### src/rtl/noc_tok_buf_pkg.sv
// noc_tok_buf_pkg
//   Shared definitions for the NoC token link buffer:
//     - framing error bit positions inside each channel's 2-bit o_frame_err
//     - egress state encoding used in store-and-forward mode
//     - PKT_MODE selector values
//     - flit packing helper producing {data, head, tail}
//   No ports (package).
package noc_tok_buf_pkg;

  localparam int FRAME_ERR_NO_TAIL = 0;
  localparam int FRAME_ERR_NO_HEAD = 1;

  localparam int PKT_MODE_CT  = 0;
  localparam int PKT_MODE_SAF = 1;

  // Widest supported flit payload; narrower links are zero-extended into it.
  localparam int DATA_MAX_W = 64;
  localparam int FLIT_MAX_W = DATA_MAX_W + 2;

  typedef enum logic [0:0] {
    IDLE = 1'b0,
    SEND = 1'b1
  } egr_state_e;

  // Packs a flit as {data, head, tail}; callers truncate to DATA_W+2 bits,
  // which keeps the low data bits followed by head and tail.
  function automatic logic [FLIT_MAX_W-1:0] flit_pack(
    input logic [DATA_MAX_W-1:0] data,
    input logic                  head,
    input logic                  tail
  );
    return {data, head, tail};
  endfunction

endpackage

### src/rtl/noc_tok_buf_ch.sv
// noc_tok_buf_ch
//   One token channel: flit FIFO of DEPTH entries, registered ingress ready,
//   registered egress flit/valid, occupancy, and in store-and-forward mode a
//   complete-packet counter plus IDLE/SEND egress gate.
//   Optional framing checker compiled in with NOC_TOK_BUF_FRAME_CHK_EN.
// Ports:
//   i_clk, i_rst_n           clock, asynchronous active-low reset
//   i_data/i_head/i_tail     ingress flit, i_vld/o_rdy ingress handshake
//   o_data/o_head/o_tail     egress flit,  o_vld/i_rdy egress handshake
//   o_occ                    entries held after the last clock edge
//   i_err_clr, o_frame_err   sticky framing error clear / status
module noc_tok_buf_ch
  import noc_tok_buf_pkg::*;
#(
  parameter int DATA_W   = 42,
  parameter int DEPTH    = 4,
  parameter int PKT_MODE = 0,
  localparam int OCC_W   = $clog2(DEPTH + 1)
) (
  input  logic              i_clk,
  input  logic              i_rst_n,
  input  logic [DATA_W-1:0] i_data,
  input  logic              i_head,
  input  logic              i_tail,
  input  logic              i_vld,
  output logic              o_rdy,
  output logic [DATA_W-1:0] o_data,
  output logic              o_head,
  output logic              o_tail,
  output logic              o_vld,
  input  logic              i_rdy,
  output logic [OCC_W-1:0]  o_occ,
  input  logic              i_err_clr,
  output logic [1:0]        o_frame_err
);

  localparam int FLIT_W = DATA_W + 2;
  localparam int PTR_W  = (DEPTH > 1) ? $clog2(DEPTH) : 1;
  localparam logic [PTR_W-1:0]  PTR_ZERO  = {PTR_W{1'b0}};
  localparam logic [PTR_W-1:0]  PTR_ONE   = PTR_W'(1);
  localparam logic [PTR_W-1:0]  LAST_PTR  = PTR_W'(DEPTH - 1);
  localparam logic [OCC_W-1:0]  OCC_ZERO  = {OCC_W{1'b0}};
  localparam logic [OCC_W-1:0]  DEPTH_C   = OCC_W'(DEPTH);
  localparam logic [FLIT_W-1:0] FLIT_ZERO = {FLIT_W{1'b0}};

  logic [FLIT_W-1:0] r_mem [DEPTH];
  logic [PTR_W-1:0]  r_wr_ptr, r_rd_ptr, w_wr_ptr_nxt, w_rd_ptr_nxt;
  logic [OCC_W-1:0]  r_count, w_count_nxt, r_pkt_cnt, w_pkt_cnt_nxt;
  egr_state_e        r_state, w_state_aft, w_state_nxt;
  logic              r_rdy, r_vld, w_vld_nxt, w_push, w_pop, w_go;
  logic [FLIT_W-1:0] w_flit_in, w_head_ent, r_flit_out, w_flit_out_nxt;

  assign w_flit_in = FLIT_W'(flit_pack(DATA_MAX_W'(i_data), i_head, i_tail));
  assign w_push    = i_vld & r_rdy;
  assign w_pop     = r_vld & i_rdy;

  assign o_rdy  = r_rdy;
  assign o_vld  = r_vld;
  assign o_data = r_flit_out[FLIT_W-1:2];
  assign o_head = r_flit_out[1];
  assign o_tail = r_flit_out[0];
  assign o_occ  = r_count;

  // Next-state for pointers, occupancy, packet count and the egress gate
  always_comb begin
    if (w_push) begin
      w_wr_ptr_nxt = (r_wr_ptr == LAST_PTR) ? PTR_ZERO : r_wr_ptr + PTR_ONE;
    end else begin
      w_wr_ptr_nxt = r_wr_ptr;
    end
    if (w_pop) begin
      w_rd_ptr_nxt = (r_rd_ptr == LAST_PTR) ? PTR_ZERO : r_rd_ptr + PTR_ONE;
    end else begin
      w_rd_ptr_nxt = r_rd_ptr;
    end
    w_count_nxt   = r_count + OCC_W'(w_push) - OCC_W'(w_pop);
    w_pkt_cnt_nxt = r_pkt_cnt + OCC_W'(w_push & i_tail) - OCC_W'(w_pop & r_flit_out[0]);
    // A push into a FIFO that is empty once this cycle's pop is taken
    // becomes the next head directly; memory is written only at the edge.
    if (w_push && (r_count == OCC_W'(w_pop))) begin
      w_head_ent = w_flit_in;
    end else begin
      w_head_ent = r_mem[w_rd_ptr_nxt];
    end
    if ((r_state == SEND) && w_pop && r_flit_out[0]) begin
      w_state_aft = IDLE;
    end else begin
      w_state_aft = r_state;
    end
    // Release a packet once it is complete, or force it out when the FIFO
    // is full with no complete packet, so packets longer than DEPTH pass.
    w_go = (w_count_nxt != OCC_ZERO) && w_head_ent[1] &&
           ((w_pkt_cnt_nxt != OCC_ZERO) || (w_count_nxt == DEPTH_C));
    if (PKT_MODE == PKT_MODE_SAF) begin
      case (w_state_aft)
        IDLE: begin
          w_state_nxt = w_go ? SEND : IDLE;
          w_vld_nxt   = w_go;
        end
        SEND: begin
          w_state_nxt = SEND;
          w_vld_nxt   = (w_count_nxt != OCC_ZERO);
        end
        default: begin
          w_state_nxt = IDLE;
          w_vld_nxt   = 1'b0;
        end
      endcase
    end else begin
      w_state_nxt = IDLE;
      w_vld_nxt   = (w_count_nxt != OCC_ZERO);
    end
    w_flit_out_nxt = w_vld_nxt ? w_head_ent : FLIT_ZERO;
  end

  // Control state and registered outputs
  always_ff @(posedge i_clk or negedge i_rst_n) begin
    if (!i_rst_n) begin
      r_wr_ptr   <= PTR_ZERO;
      r_rd_ptr   <= PTR_ZERO;
      r_count    <= OCC_ZERO;
      r_pkt_cnt  <= OCC_ZERO;
      r_state    <= IDLE;
      r_rdy      <= 1'b0;
      r_vld      <= 1'b0;
      r_flit_out <= FLIT_ZERO;
    end else begin
      r_wr_ptr   <= w_wr_ptr_nxt;
      r_rd_ptr   <= w_rd_ptr_nxt;
      r_count    <= w_count_nxt;
      r_pkt_cnt  <= w_pkt_cnt_nxt;
      r_state    <= w_state_nxt;
      r_rdy      <= (w_count_nxt != DEPTH_C);
      r_vld      <= w_vld_nxt;
      r_flit_out <= w_flit_out_nxt;
    end
  end

  // Flit storage; contents are don't-care until written
  always_ff @(posedge i_clk) begin
    if (w_push) begin
      r_mem[r_wr_ptr] <= w_flit_in;
    end
  end

`ifdef NOC_TOK_BUF_FRAME_CHK_EN
  logic       r_in_pkt;
  logic [1:0] r_err, w_err_new;

  // Framing violations seen on the accepted ingress flit
  always_comb begin
    w_err_new = 2'b00;
    if (w_push) begin
      w_err_new[FRAME_ERR_NO_TAIL] = i_head & r_in_pkt;
      w_err_new[FRAME_ERR_NO_HEAD] = ~i_head & ~r_in_pkt;
    end else begin
      w_err_new = 2'b00;
    end
  end

  // Packet framing tracker and sticky error bits (new error wins over clear)
  always_ff @(posedge i_clk or negedge i_rst_n) begin
    if (!i_rst_n) begin
      r_in_pkt <= 1'b0;
      r_err    <= 2'b00;
    end else begin
      if (w_push) begin
        r_in_pkt <= i_tail ? 1'b0 : (i_head ? 1'b1 : r_in_pkt);
      end
      r_err <= (i_err_clr ? 2'b00 : r_err) | w_err_new;
    end
  end

  assign o_frame_err = r_err;
`else
  logic w_unused_clr;
  assign w_unused_clr = i_err_clr;
  assign o_frame_err  = 2'b00;
`endif

endmodule

### src/rtl/noc_tok_link_buf.sv
// noc_tok_link_buf
//   Multi-channel buffer for NoC token links. NUM_CH independent channels,
//   each a noc_tok_buf_ch with its own FIFO, cut-through (PKT_MODE=0) or
//   store-and-forward (PKT_MODE=1) egress.
//   Optional framing checker: define NOC_TOK_BUF_FRAME_CHK_EN; otherwise
//   o_frame_err is 0 and i_err_clr is ignored.
// Ports:
//   i_noc_clk, i_noc_rst_n   clock, asynchronous active-low reset
//   scan_en                  scan enable, no functional effect
//   i_ing_*/o_ing_rdy        ingress flit bundle, channel g at slice g
//   o_egr_*/i_egr_rdy        egress flit bundle
//   o_occ                    per-channel occupancy, OCC_W bits each
//   i_err_clr, o_frame_err   sticky framing error clear / 2 bits per channel
module noc_tok_link_buf
  import noc_tok_buf_pkg::*;
#(
  parameter int NUM_CH   = 2,
  parameter int DATA_W   = 42,
  parameter int DEPTH    = 4,
  parameter int PKT_MODE = PKT_MODE_CT,
  localparam int OCC_W   = $clog2(DEPTH + 1)
) (
  input  logic                     i_noc_clk,
  input  logic                     i_noc_rst_n,
  input  logic                     scan_en,
  input  logic [NUM_CH*DATA_W-1:0] i_ing_data,
  input  logic [NUM_CH-1:0]        i_ing_head,
  input  logic [NUM_CH-1:0]        i_ing_tail,
  input  logic [NUM_CH-1:0]        i_ing_vld,
  output logic [NUM_CH-1:0]        o_ing_rdy,
  output logic [NUM_CH*DATA_W-1:0] o_egr_data,
  output logic [NUM_CH-1:0]        o_egr_head,
  output logic [NUM_CH-1:0]        o_egr_tail,
  output logic [NUM_CH-1:0]        o_egr_vld,
  input  logic [NUM_CH-1:0]        i_egr_rdy,
  output logic [NUM_CH*OCC_W-1:0]  o_occ,
  input  logic                     i_err_clr,
  output logic [NUM_CH*2-1:0]      o_frame_err
);

  logic w_unused_scan;
  assign w_unused_scan = scan_en;

  for (genvar g = 0; g < NUM_CH; g++) begin : g_ch
    noc_tok_buf_ch #(
      .DATA_W  (DATA_W),
      .DEPTH   (DEPTH),
      .PKT_MODE(PKT_MODE)
    ) u_ch (
      .i_clk      (i_noc_clk),
      .i_rst_n    (i_noc_rst_n),
      .i_data     (i_ing_data[g*DATA_W +: DATA_W]),
      .i_head     (i_ing_head[g]),
      .i_tail     (i_ing_tail[g]),
      .i_vld      (i_ing_vld[g]),
      .o_rdy      (o_ing_rdy[g]),
      .o_data     (o_egr_data[g*DATA_W +: DATA_W]),
      .o_head     (o_egr_head[g]),
      .o_tail     (o_egr_tail[g]),
      .o_vld      (o_egr_vld[g]),
      .i_rdy      (i_egr_rdy[g]),
      .o_occ      (o_occ[g*OCC_W +: OCC_W]),
      .i_err_clr  (i_err_clr),
      .o_frame_err(o_frame_err[g*2 +: 2])
    );
  end

endmodule
### config.mk
export PLATFORM = sky130hd
export DESIGN_NAME = noc_tok_link_buf
export DESIGN_NICKNAME = d
export VERILOG_FILES = /design/src/rtl/noc_tok_buf_pkg.sv /design/src/rtl/noc_tok_buf_ch.sv /design/src/rtl/noc_tok_link_buf.sv
export SDC_FILE = /design/constraint.sdc
export NUM_CORES = 1
export LEC_CHECK = 0
export BUFFER_PORTS_ARGS = -buffer_cell sky130_fd_sc_hd__buf_2
export CORE_UTILIZATION = 29
export CTS_CLUSTER_SIZE = 16
export DETAILED_ROUTE_END_ITERATION = 8
export GPL_TIMING_DRIVEN = 0
export PLACE_DENSITY_LB_ADDON = 0.3
export SYNTH_ARGS = -nofsm -noshare
export SYNTH_HDL_FRONTEND = slang
export SYNTH_SLANG_ARGS = --single-unit
### constraint.sdc
create_clock -name i_noc_clk -period 3.83 [get_ports i_noc_clk]
set_input_delay 0.383 -clock i_noc_clk [delete_from_list [all_inputs] [get_ports i_noc_clk]]
set_output_delay 0.383 -clock i_noc_clk [all_outputs]
set_load 0.01 [all_outputs]
Word level (Yosys, flattened, before mapping) --
Memories as Yosys holds them, arrays and structs flattened. Index checks and enable logic that the tools add are counted. Widths: inputs -> output; s select.
Storage, ports and cells: flip-flop bits (word level) 106, word-level logic and storage cells 52, memory bits (writable) 352, output and inout bits 102, memories kept 2, input bits 96
Cells by class: reductions and logical operators 4, equality and inequality tests 8, bitwise logic cells 4, add/subtract/negate cells 8, muxes and demuxes 14
Memory list:
- g_ch[0].u_ch.r_mem | depth 4, bits a word 44, rd ports 1, clocked after memory_dff 0, write ports 1, RTL line noc_tok_buf_ch.sv:46 | logic [FLIT_W-1:0] r_mem [DEPTH];
- g_ch[1].u_ch.r_mem | depth 4, bits a word 44, rd ports 1, clocked after memory_dff 0, write ports 1, RTL line noc_tok_buf_ch.sv:46
Operator list (count):
- $mux 44 | 4
- $mux 2 | 6
- $add 2x1->2 const B | 4
- $eq 2x2->1 const B | 4
- $add 3x1->3 | 2
- $eq 3x1->1 | 2
- $ne 3x3->1 const B | 2
- $reduce_bool 3->1 | 2
- $sub 3x1->3 | 2
- $and 1x1->1 | 4
- $mux 1 | 4
- $logic_and 1x1->1 | 2

Depth between registers and ports, before layout --
Gate-level depths: netlist of the first run. An unclocked memory read counts as a cell.
depth in word-level cells 6, mapped depth 16, depth with buffers taken out 10

Modules after synthesis --
From an unflattened synthesis of the first run, not the netlist that was laid out.
Second synthesis, totals: cell total of the unflattened synthesis 1158, area total of the unflattened synthesis 17974.7 µm²
By module, submodules not included:
- noc_tok_buf_ch (g_ch[0].u_ch) | sequential area each 6611.3 µm², cells each 579, area an instance 9078.7 µm², instances 1
- noc_tok_buf_ch (g_ch[1].u_ch) | sequential area each 6611.3 µm², cells each 579, area an instance 8896.0 µm², instances 1

Worst setup path after synthesis of the first run --
No wires, ideal clock.
path kind in2reg, from input i_egr_rdy[0], to register g_ch[0].u_ch.r_flit_out[10], arrival time 3070 ps, stages 15, path slack 673 ps, setup time 87 ps, required time 3743 ps, path buffers 5, cell sequence buf_2 -> nand2_1 -> buf_4 -> inv_2 -> buf_2 -> ha_1 -> inv_1 -> ha_1 -> fa_1 -> xnor3_1 -> nand2b_1 -> buf_2 -> nand3_2 -> buf_4 -> o211ai_1
On the way: elaborated cells on any way between the ends 9, classes of those cells add/sub (1); eq/ne (1); mux (3); bitwise (1); reduce/logical (2); memory (1)
RTL lines:
- from (decl) | RTL line noc_tok_link_buf.sv:35 | input logic [NUM_CH-1:0] i_egr_rdy,
- $and 1x1->1 | RTL line noc_tok_buf_ch.sv:55 | assign w_pop = r_vld & i_rdy;
- $sub 3x1->3 | RTL line noc_tok_buf_ch.sv:76 | w_count_nxt = r_count + OCC_W'(w_push) - OCC_W'(w_pop);
- net g_ch[0].u_ch.w_count_nxt[2] | RTL line noc_tok_buf_ch.sv:48 | logic [OCC_W-1:0] r_count, w_count_nxt, r_pkt_cnt, w_pkt_cnt_nxt;
- $reduce_bool 3->1
- $mux 44 | RTL line noc_tok_buf_ch.sv:113 | w_flit_out_nxt = w_vld_nxt ? w_head_ent : FLIT_ZERO;
- net g_ch[0].u_ch.w_flit_out_nxt[10] | RTL line noc_tok_buf_ch.sv:51 | logic [FLIT_W-1:0] w_flit_in, w_head_ent, r_flit_out, w_flit_out_nxt;
- to (signal assigned) | RTL line noc_tok_buf_ch.sv:135 | r_flit_out <= w_flit_out_nxt;
- to (decl) | RTL line noc_tok_buf_ch.sv:51
The timed path passes the listed nets, and every way through them passes these cells. A chain may end at the register's enable or synchronous reset.

Final worst setup path of the first run --
from register g_ch[0].u_ch.r_vld, to register g_ch[0].u_ch.r_flit_out[42]
On the way: elaborated cells on any way between the ends 9, classes of those cells add/sub (1); eq/ne (1); mux (3); bitwise (1); reduce/logical (2); memory (1)
RTL lines:
- from (decl) | RTL line noc_tok_buf_ch.sv:50 | logic r_rdy, r_vld, w_vld_nxt, w_push, w_pop, w_go;
- from (signal assigned) | RTL line noc_tok_buf_ch.sv:134 | r_vld <= w_vld_nxt;
- $and 1x1->1 | RTL line noc_tok_buf_ch.sv:55
- $sub 3x1->3 | RTL line noc_tok_buf_ch.sv:76
- net g_ch[0].u_ch.w_count_nxt[2] | RTL line noc_tok_buf_ch.sv:48
- $reduce_bool 3->1
- $mux 44 | RTL line noc_tok_buf_ch.sv:113
- net g_ch[0].u_ch.w_flit_out_nxt[42] | RTL line noc_tok_buf_ch.sv:51
The timed path passes the listed nets, and every way through them passes these cells.

==> results by group, run 1 <==
Floorplanning
  – Ports: 198
  – Initial Util: 29.5%
  – Placement Rows: 96
  – Die H: 267 um
  – Die area: 71100 um^2
  – Die W: 267 um
  – CORE AREA: 68900 um^2

STA
  – Final hold violations: 0
  – RSZ-0062 raised after global routing: no
  – Final Cycle Share: 96.5%
  – Final setup TNS: 0 ns
  – Final setup violation count: 0
  – Setup ws final: 0.135 ns
  – Fin. max-slew vios: 0
  – Hold slack: 0.0347 ns
  – Clock skew: 0.0216 ns
  – Final min period: 3.69 ns
  – Fmax: 271 MHz
  – Relative slew margins: 14.6%
  – Worst-margin pin slew: 1.27 ns

Global routing
  – Gr usage total: 16.1%
  – GR Overflow Total: 0
  – Vias in the first global route: 14200
  – First-pass GRT wire length: 87.9 mm
  – Initial antenna violation count: 11
  – Largest net degree at the start of global routing: 60

Clock tree
  – CTS buffer count: 53
  – Clock root buffer master: clkbuf_16
  – Clock Latency Late Sink: 0.61 ns
  – Clock-pin transition on the worst setup and hold timing paths: 0.06 ns
  – Bufs on Longest Clock Path: 3
  – # H-tree levels: 2
  – CTS Sinks: 458
  – CTS tree: yes

Yosys
  – Yosys cell types: 49
  – Simple-Gate Fraction of Synth Area: 6.24%
  – Post-synth EDFFs: 352
  – Sequential area share after synthesis: 65.1%
  – Yosys warning total: 0
  – Mux contribution to synthesized area: 9.01%
  – Post-synth top flop: edfxtp_1
  – Adder-Cell Fraction of Synth Area: 1.06%
  – Syn Inst Count: 1420
  – Compound-gate portion of the synthesized area: 13.7%
  – Combinational family with the most area after synthesis: compound AO/OA/AOI/OAI gates
  – Synthesis-stage register bit count: 458
  – Xor/xnor share of the synthesized area: 0.197%
  – Synth Cell Area: 20300 um^2
  – Post-synthesis average cell area: 14.3 um^2
  – Async set-or-reset flop fraction in the synthesized netlist: 23.1%

Route
  – Routed Antenna Nets: 0
  – Initial drt markers: 872
  – Routed Wire Length: 57.4 mm
  – WL per Instance: 21.3 um
  – First-pass detailed-route iteration total: 5
  – Residual DRC count: 0
  – Vias per inst: 4.98
  – DR vias: 13500

Place
  – RePlAce Congestion: 0.815
  – DPL Wire Length: 38.0 mm
  – Placed Area: 22700 um^2
  – Worst slack at placement: -0.334 ns
  – IO buf count: 190

Critical path
  – CP Class: reg2reg
  – Critical path capture point type: flip-flop
  – CP Max Fanout: 10
  – CP Data Arrival Time: 4.17 ns
  – Type of origin of the critical path: flip-flop
  – Critical Path RT: 4.30 ns

Finish
  – Sequential cell area: 13200 um^2
  – Area growth syn-to-layout: 23.5%
  – FILL cells: 6698
  – Area of the multi-input gates: 6180 um^2
  – Layout cells sized above 1: 28.9%
  – Most common cell after layout, fill and taps aside: edfxtp_1
  – Most frequent cells in the layout: edfxtp_1, buf_2, mux2i_1
  – Final instance area: 25100 um^2
  – Final net count: 1837

Status
  – Outcome: complete, no violations

Pwr
  – Pwr per Cell Area: 852 nW/um^2
  – Lkg Pwr: 9.60 nW
  – Design Power: 21.4 mW
  – Worst vdd ir: 0.000370 V

Job
  – # Max-Cap Violations: 0

Worst hold path
  – Hold/Removal Path Class: in2reg
==> critical path: stages, from the launching register on <==
cell and delay, ns:
dfrtp_1 0.38, clkbuf_4 0.20, nand2_1 0.15, buf_6 0.13
inv_2 0.09, buf_4 0.20, ha_1 0.28, inv_1 0.06
ha_1 0.19, fa_1 0.40, xnor3_1 0.41, nand2b_1 0.12
buf_4 0.21, nand3_4 0.17, buf_6 0.21, o211ai_1 0.35
==> cell usage after synthesis (2+ instances only) <==
cell | number | area, um^2
nor2_1 | 90 | 338
a221oi_1 | 44 | 385
mux2_2 | 44 | 495
mux2i_1 | 132 | 1320
nand2_1 | 8 | 30.0
a2111oi_2 | 41 | 616
nand3_1 | 89 | 445
nand2b_1 | 2 | 12.5
dfrtp_1 | 106 | 2650
buf_4 | 29 | 218
a21bo_2 | 44 | 440
buf_6 | 10 | 113
fa_1 | 2 | 40.0
a211oi_1 | 44 | 330
a21oi_1 | 44 | 220
buf_2 | 26 | 130
ha_1 | 14 | 175
o2111ai_1 | 44 | 385
o21ai_0 | 5 | 25.0
inv_1 | 59 | 221
clkbuf_1 | 62 | 233
edfxtp_1 | 352 | 10600
or3_1 | 2 | 12.5
buf_1 | 5 | 18.8
o211ai_1 | 44 | 330
inv_2 | 2 | 7.51
a2111oi_0 | 3 | 26.3
and3_1 | 52 | 325
==> layout make-up <==
class,instances,share of cell area (%)
Clock buffer,73,6.27
Antenna cell,1,0.00997
Multi-Input combinational cell,770,24.6
Tap cell,931,4.64
Inverter,62,0.927
Buffer,133,2.98
Sequential cell,458,52.7
Clock inverter,27,1.45
Timing Repair Buffer,247,6.44
==> per-layer routing <==
layer,vias up,GRT usage (%),part of all wire (%)
met5,-,0,0.23
met4,20,4.18,2.1
met3,105,3.86,6.6
met2,436,28.7,51
met1,6763,19.3,40
li1,6144,-,-
==> power by group <==
part           switching [mW]  internal (mW)  total, mW
clock                    2.12           3.42       5.54
combinational            5.32           3.34       8.66
sequential              0.437           6.75       7.19
==> per-stage QoR <==
stage,util [%],std cells
after global routing,36.4,2702
after global placement,32.6,2544
after floorplan,-,1423
after CTS,36.4,2699
after detailed placement,32.9,2553
final,36.4,2702
==> final timing paths <==
| check | start | endpoint | slack, ns | cells after the start |
|---|---|---|---|---|
| min in group asynchronous | i_noc_rst_n | g_ch[0].u_ch.r_flit_out[11]$_DFF_PN0_ | 0.31 | 2 |
| max reg2reg | g_ch[0].u_ch.o_vld$_DFF_PN0_ | g_ch[0].u_ch.r_flit_out[42]$_DFF_PN0_ | 0.14 | 15 |
| max in group asynchronous | i_noc_rst_n | g_ch[1].u_ch.r_flit_out[14]$_DFF_PN0_ | 2.74 | 3 |
| max | g_ch[0].u_ch.o_vld$_DFF_PN0_ | g_ch[0].u_ch.r_flit_out[42]$_DFF_PN0_ | 0.14 | 15 |
| min | i_ing_data[73] | g_ch[1].u_ch.r_mem[0][33]$_DFFE_PP_ | 0.03 | 1 |
| min reg2reg | g_ch[1].u_ch.r_wr_ptr[0]$_DFFE_PN0P_ | g_ch[1].u_ch.r_wr_ptr[0]$_DFFE_PN0P_ | 0.63 | 2 |
==> repair_timing <==
action	CTS	global route
endpoints found under the hold margin	216	0
buffers inserted	1	2
hold buffers	45	0
resized for setup	9	3
endpoints found under the setup margin	42	26
pin swaps	4	3
==> registers in the layout (all words and copies together), names as in the netlist <==
register and flops:
g_ch.u_ch.r_mem 352, g_ch.u_ch.r_flit_out 88, g_ch.u_ch.o_occ 6, g_ch.u_ch.r_rd_ptr 4, g_ch.u_ch.r_wr_ptr 4, g_ch.u_ch.o_rdy 2
g_ch.u_ch.o_vld 2
==> kinds of logic after synthesis <==
| group | after synthesis |
|---|---|
| other cells | 1 |
| mux | 177 |
| fa+ha+maj | 16 |
| compound gates | 316 |
| flops | 458 |
| xor+xnor | 3 |
| simple gates | 254 |
| buf+inv | 195 |
Note: power is estimated with default switching activity, not from simulation.
==> run 2, diff against run 1 <==
--- a/config.mk
+++ b/config.mk
@@ -11,4 +11,5 @@
 export DETAILED_ROUTE_END_ITERATION = 8
 export GPL_TIMING_DRIVEN = 0
+export HOLD_SLACK_MARGIN = 0.05
 export PLACE_DENSITY_LB_ADDON = 0.3
 export SYNTH_ARGS = -nofsm -noshare
==> constraint.sdc (replaced) <==
create_clock -name i_noc_clk -period 3.83 [get_ports i_noc_clk]
set_input_delay 0.383 -clock i_noc_clk [delete_from_list [all_inputs] [get_ports i_noc_clk]]
set_output_delay 0.383 -clock i_noc_clk [all_outputs]
set_load 0.1 [all_outputs]
==> run 2 against run 1 <==
Compared with the run above: critical path depth unchanged; global-route usage grew 0.078 points; via count rose by 1.7%; design area is 1.8% higher; die area did not move; routed wire length grew 0.53%; sequential share of layout area is 0.91 points lower; register-to-register slack improved by 0.05 ns; first-iteration DRC count increased by 4.4%; worst setup slack improved by 0.050 ns; largest power group unchanged.
==> results by group, run 2 (same netlist as run 1, synthesis figures left out) <==
Status
  – Outcome: complete, no violations

Critical path
  – Reg-to-reg endpoint: g_ch[0].u_ch.r_flit_out[34]$_DFF_PN0_
  – R2R setup slack: 0.19 ns
  – Worst R2R Start: g_ch[0].u_ch.o_vld$_DFF_PN0_
  – CP Data Arrival Time: 4.13 ns
  – CP Class: reg2reg
  – Critical Path RT: 4.31 ns
  – Critical path capture point type: flip-flop
  – CP Max Fanout: 10
  – Type of origin of the critical path: flip-flop
  – Worst reg-to-reg path cell count: 15

STA
  – Setup ws final: 0.185 ns
  – Final Cycle Share: 95.2%
  – RSZ-0062 raised after global routing: no
  – Fmax: 274 MHz
  – Fin. max-slew vios: 0
  – Final hold violations: 0
  – Clock skew: 0.0204 ns
  – Relative slew margins: 13.5%
  – Final setup violation count: 0
  – Final min period: 3.64 ns
  – Worst-margin pin slew: 1.29 ns

Finish
  – Area growth syn-to-layout: 25.7%
  – Most frequent cells in the layout: edfxtp_1, buf_2, mux2i_1
  – Largest Register: g_ch.u_ch.r_mem
  – Fin util: 37.0%
  – Most common cell after layout, fill and taps aside: edfxtp_1
  – Layout cells sized above 1: 28.2%
  – Largest register FFs: 352
  – Final net count: 1881
  – Final instance area: 25500 um^2
  – Layout Cells excl Fill: 2746

Clock tree
  – CTS buffer count: 53
  – # H-tree levels: 2
  – Clock Latency Late Sink: 0.61 ns
  – CTS tree: yes
  – Bufs on Longest Clock Path: 3
  – Clock root buffer master: clkbuf_16
  – CTS Sinks: 458
  – Clock-pin transition on the worst setup and hold timing paths: 0.06 ns

Job
  – # Max-Cap Violations: 0

Place
  – Worst slack at placement: -0.334 ns
  – Placed Area: 22700 um^2
  – DPL Wire Length: 38.0 mm
  – RePlAce Congestion: 0.815
  – IO buf count: 190
  – Cells after DPL: 2553

Pwr
  – Pwr per Cell Area: 977 nW/um^2
  – Lkg Pwr: 9.78 nW
  – Worst vdd ir: 0.000701 V
  – Design Power: 24.9 mW

Route
  – Routed Wire Length: 57.7 mm
  – Vias per inst: 4.99
  – Routed Antenna Nets: 0
  – DR vias: 13700
  – Initial drt markers: 910
  – First-pass detailed-route iteration total: 5
  – Residual DRC count: 0
  – WL per Instance: 21.0 um

Floorplanning
  – Die W: 267 um
  – Die area: 71100 um^2
  – Ports: 198
  – CORE AREA: 68900 um^2
  – Initial Util: 29.5%
  – Die H: 267 um
  – Placement Rows: 96

Worst hold path
  – Hold/Removal Path Class: in2reg
  – Worst hold path depth: 4
  – Hold wc startpoint: i_ing_vld[1]
  – Hold Crit Endpoint: g_ch[1].u_ch.r_wr_ptr[0]$_DFFE_PN0P_

Global routing
  – Vias in the first global route: 14400
  – Initial antenna violation count: 4
  – GR Overflow Total: 0
  – Gr usage total: 16.2%
  – Largest net degree at the start of global routing: 60
  – First-pass GRT wire length: 88.6 mm
run 2: repair_timing:
action,CTS,global route
endpoints found under the hold margin,399,0
pin swaps,4,3
hold buffers,89,0
setup buffers,1,2
setup endpoints to repair,42,26
resized for setup,9,3
run 2: how the worst max path moves through the flow:
| stage | to | cells after the start | slack, ns | start |
|---|---|---|---|---|
| after global placement | g_ch[0].u_ch.r_flit_out[32]$_DFF_PN0_ | 15 | -0.32 | i_egr_rdy[0] |
| after CTS | g_ch[0].u_ch.r_flit_out[32]$_DFF_PN0_ | 15 | 0.03 | g_ch[0].u_ch.o_vld$_DFF_PN0_ |
| after floorplan | g_ch[0].u_ch.r_flit_out[10]$_DFF_PN0_ | 15 | 0.67 | i_egr_rdy[0] |
| final | g_ch[0].u_ch.r_flit_out[34]$_DFF_PN0_ | 15 | 0.19 | g_ch[0].u_ch.o_vld$_DFF_PN0_ |
| after detailed placement | g_ch[0].u_ch.r_flit_out[32]$_DFF_PN0_ | 15 | -0.33 | i_egr_rdy[0] |
| after global routing | g_ch[0].u_ch.r_flit_out[32]$_DFF_PN0_ | 15 | 0.004 | g_ch[0].u_ch.o_vld$_DFF_PN0_ |
run 2: per-layer routing:
layer  vias up  track usage, %  share of wire (%)  wire, um
met2       459            29.0                 51     29600
met5         -               0              0.078        45
met4         6            4.29                2.0      1160
met3        91            3.38                6.1      3500
li1       6235               -                  -         -
met1      6907            19.5                 41     23500
run 2: final cells by class:
class | instances | area [um^2]
Fill cell | 6683 | 43400
Sequential cell | 458 | 13200
Multi-Input combinational cell | 770 | 6180
Timing Repair Buffer | 291 | 2060
Clock buffer | 73 | 1570
Tap cell | 931 | 1160
Buffer | 133 | 748
Clock inverter | 27 | 364
Inverter | 62 | 233
Antenna cell | 1 | 2.50
run 2: critical path, stage by stage (launching register included):
cell	delay (ns)
dfrtp_1	0.38
clkbuf_4	0.20
nand2_1	0.15
buf_6	0.13
inv_2	0.09
buf_4	0.20
ha_1	0.28
inv_1	0.06
ha_1	0.19
fa_1	0.40
xnor3_1	0.41
nand2b_1	0.12
buf_4	0.21
nand3_4	0.16
buf_6	0.21
o211ai_1	0.31
run 2: per-stage QoR:
step	hold slack (ns)	setup TNS, ns
3_3_place_gp	0.593	-5.88
2_1_floorplan	0.0874	0
6_report	0.205	0
5_1_grt	0.229	0
4_1_cts	0.170	0
3_5_place_dp	0.397	-6.78
run 2: power breakdown:
part	internal, mW	switching, mW
clock	3.42	2.12
sequential	6.75	0.436
combinational	3.37	8.85
total	13.5	11.4
==> run 3, diff against run 2 <==
CORE_UTILIZATION = 53   (was 29)
==> run 3 against run 2 <==
Compared with the run above: fmax is 1.7% lower; global-route usage is 9.6 points higher; sequential share of layout area is 1.9 points higher; core utilization is 28 points higher; critical path depth stayed put; final cell count is 16% lower; via count stayed put; first-iteration DRC count is 8.0% higher; clock skew is 0.011 ns lower; non-clock buffer count is 4 lower; clock-buffer cell count is 6 lower.
==> results by group, run 3 (same netlist as run 1, synthesis figures left out) <==
Route
  – First-pass detailed-route iteration total: 5
  – Initial drt markers: 983
  – Routed wl met3: 3.50 mm
  – WL per Instance: 21.5 um
  – Wl on met1: 19.5 mm
  – Residual DRC count: 0
  – Routed Antenna Nets: 0
  – Routed Wire Length: 49.8 mm
  – WL met2: 25.5 mm
  – DR vias: 13700
  – Vias per inst: 5.92
  – Top routing layer used: met5

STA
  – Relative slew margins: 44.9%
  – Final setup violation count: 0
  – Final Cycle Share: 96.8%
  – Final setup TNS: 0 ns
  – Fmax: 270 MHz
  – Final min period: 3.71 ns
  – Setup ws final: 0.123 ns
  – Worst-margin pin slew: 0.821 ns
  – Fin. max-slew vios: 0
  – Clock skew: 0.00960 ns
  – Final hold violations: 0

Finish
  – Most frequent cells in the layout: edfxtp_1, buf_2, mux2i_1
  – Final net count: 1871
  – Largest Register: g_ch.u_ch.r_mem
  – Layout Cells excl Fill: 2312
  – Largest register FFs: 352
  – Most common cell after layout, fill and taps aside: edfxtp_1
  – Final instance area: 24600 um^2
  – Area growth syn-to-layout: 21.2%
  – Layout cells sized above 1: 27.5%
  – FILL cells: 2743

Worst hold path
  – Hold/Removal Path Class: in2reg
  – Worst hold path depth: 1
  – Hold Crit Endpoint: g_ch[0].u_ch.r_mem[0][20]$_DFFE_PP_
  – Hold wc startpoint: i_ing_data[18]

Global routing
  – Vias in the first global route: 14100
  – First-pass GRT wire length: 77.8 mm
  – Largest net degree at the start of global routing: 82
  – GR Overflow Total: 0
  – Gr usage total: 25.8%
  – Initial antenna violation count: 4

Clock tree
  – CTS Sinks: 458
  – Bufs on Longest Clock Path: 3
  – # H-tree levels: 2
  – Clock root buffer master: clkbuf_16
  – CTS tree: yes
  – CTS buffer count: 47
  – Clock Latency Late Sink: 0.57 ns
  – Clock-pin transition on the worst setup and hold timing paths: 0.06 ns

Place
  – Placed Area: 22100 um^2
  – DPL Wire Length: 32.4 mm
  – RePlAce Congestion: 0.823
  – Worst slack at placement: -0.462 ns
  – Cells after DPL: 2133
  – IO buf count: 190

Critical path
  – CP Max Fanout: 10
  – Max incr delay on CP: 0.41 ns
  – CP Cell Sequence: buf_2, nand2_1, buf_6, inv_2, buf_4, ha_1, inv_1, ha_1, fa_1, xnor3_1, nand2b_1, buf_6, nand3_4, buf_4, o211ai_1
  – Worst reg-to-reg path cell count: 15
  – Critical path capture point type: flip-flop
  – CP Class: reg2reg
  – Crit-path slowest cell: xnor3_1
  – Reg-to-reg endpoint: g_ch[0].u_ch.r_flit_out[41]$_DFF_PN0_
  – R2R setup slack: 0.12 ns
  – Critical Path RT: 4.27 ns
  – Type of origin of the critical path: flip-flop
  – CP Data Arrival Time: 4.15 ns
  – Worst R2R Start: g_ch[0].u_ch.o_vld$_DFF_PN0_

Floorplanning
  – CORE AREA: 37700 um^2
  – Die W: 198 um
  – Initial Util: 54.0%
  – Die H: 198 um
  – Placement Rows: 71
  – Die area: 39100 um^2
  – Ports: 198

Job
  – # Max-Cap Violations: 0

Status
  – Outcome: complete, no violations
[run 3: worst max path at each step]
stage / start / end / depth (start not counted)
2_1_floorplan: i_egr_rdy[0] / g_ch[0].u_ch.r_flit_out[10]$_DFF_PN0_ / 15
3_5_place_dp: i_egr_rdy[0] / g_ch[0].u_ch.r_flit_out[41]$_DFF_PN0_ / 15
4_1_cts: g_ch[0].u_ch.o_vld$_DFF_PN0_ / g_ch[0].u_ch.r_flit_out[41]$_DFF_PN0_ / 15
5_1_grt: g_ch[0].u_ch.o_vld$_DFF_PN0_ / g_ch[0].u_ch.r_flit_out[39]$_DFF_PN0_ / 15
3_3_place_gp: i_egr_rdy[0] / g_ch[0].u_ch.r_flit_out[41]$_DFF_PN0_ / 15
6_report: g_ch[0].u_ch.o_vld$_DFF_PN0_ / g_ch[0].u_ch.r_flit_out[41]$_DFF_PN0_ / 15
[run 3: metrics by stage]
stage	hold slack [ns]	util [%]
2_1_floorplan	0.0874	-
3_3_place_gp	0.597	58.2
3_5_place_dp	0.276	58.8
4_1_cts	0.0518	65.2
5_1_grt	0.0648	65.4
6_report	0.0769	65.4
[run 3: timing repair]
action                                 4_1_cts  5_1_grt
hold buffers                                82        0
gates resized for setup                      7        4
pin swaps                                    2        1
endpoints found under the hold margin      348        0
gates cloned                                 0        0
buffers inserted                             3        3
setup endpoints to repair                   41       36
[run 3: layout make-up]
cell class              count  area (um^2)  share of cell area (%)
clock buffers              67         1370                    5.58
plain buffers             133          738                    3.00
clock inverters            20          201                   0.818
flip-flops and latches    458        13200                    53.7
inverters                  62          233                   0.945
repair buffers            287         2020                    8.20
diodes                      4         10.0                  0.0407
well taps                 511          639                    2.60
multi-input cells         770         6180                    25.1
[run 3: routing by layer]
metal  track usage, %  up-vias
met1             32.1     6800
li1                 -     6201
met5                0        -
met3             4.70      107
met4             9.88        2
met2             44.8      588
[run 3: critical path, delay by kind of cell, from the launching register on]
family / cells / cell delay, ns
buf+inv: 7 / 1.14
simple gates: 3 / 0.42
xor+xnor: 1 / 0.41
compound gates: 1 / 0.33
fa+ha+maj: 3 / 0.90
flops: 1 / 0.38
Power of run 3 is not shown: default switching activity piles up to over one toggle a cycle in this logic, so the estimate is an artifact.
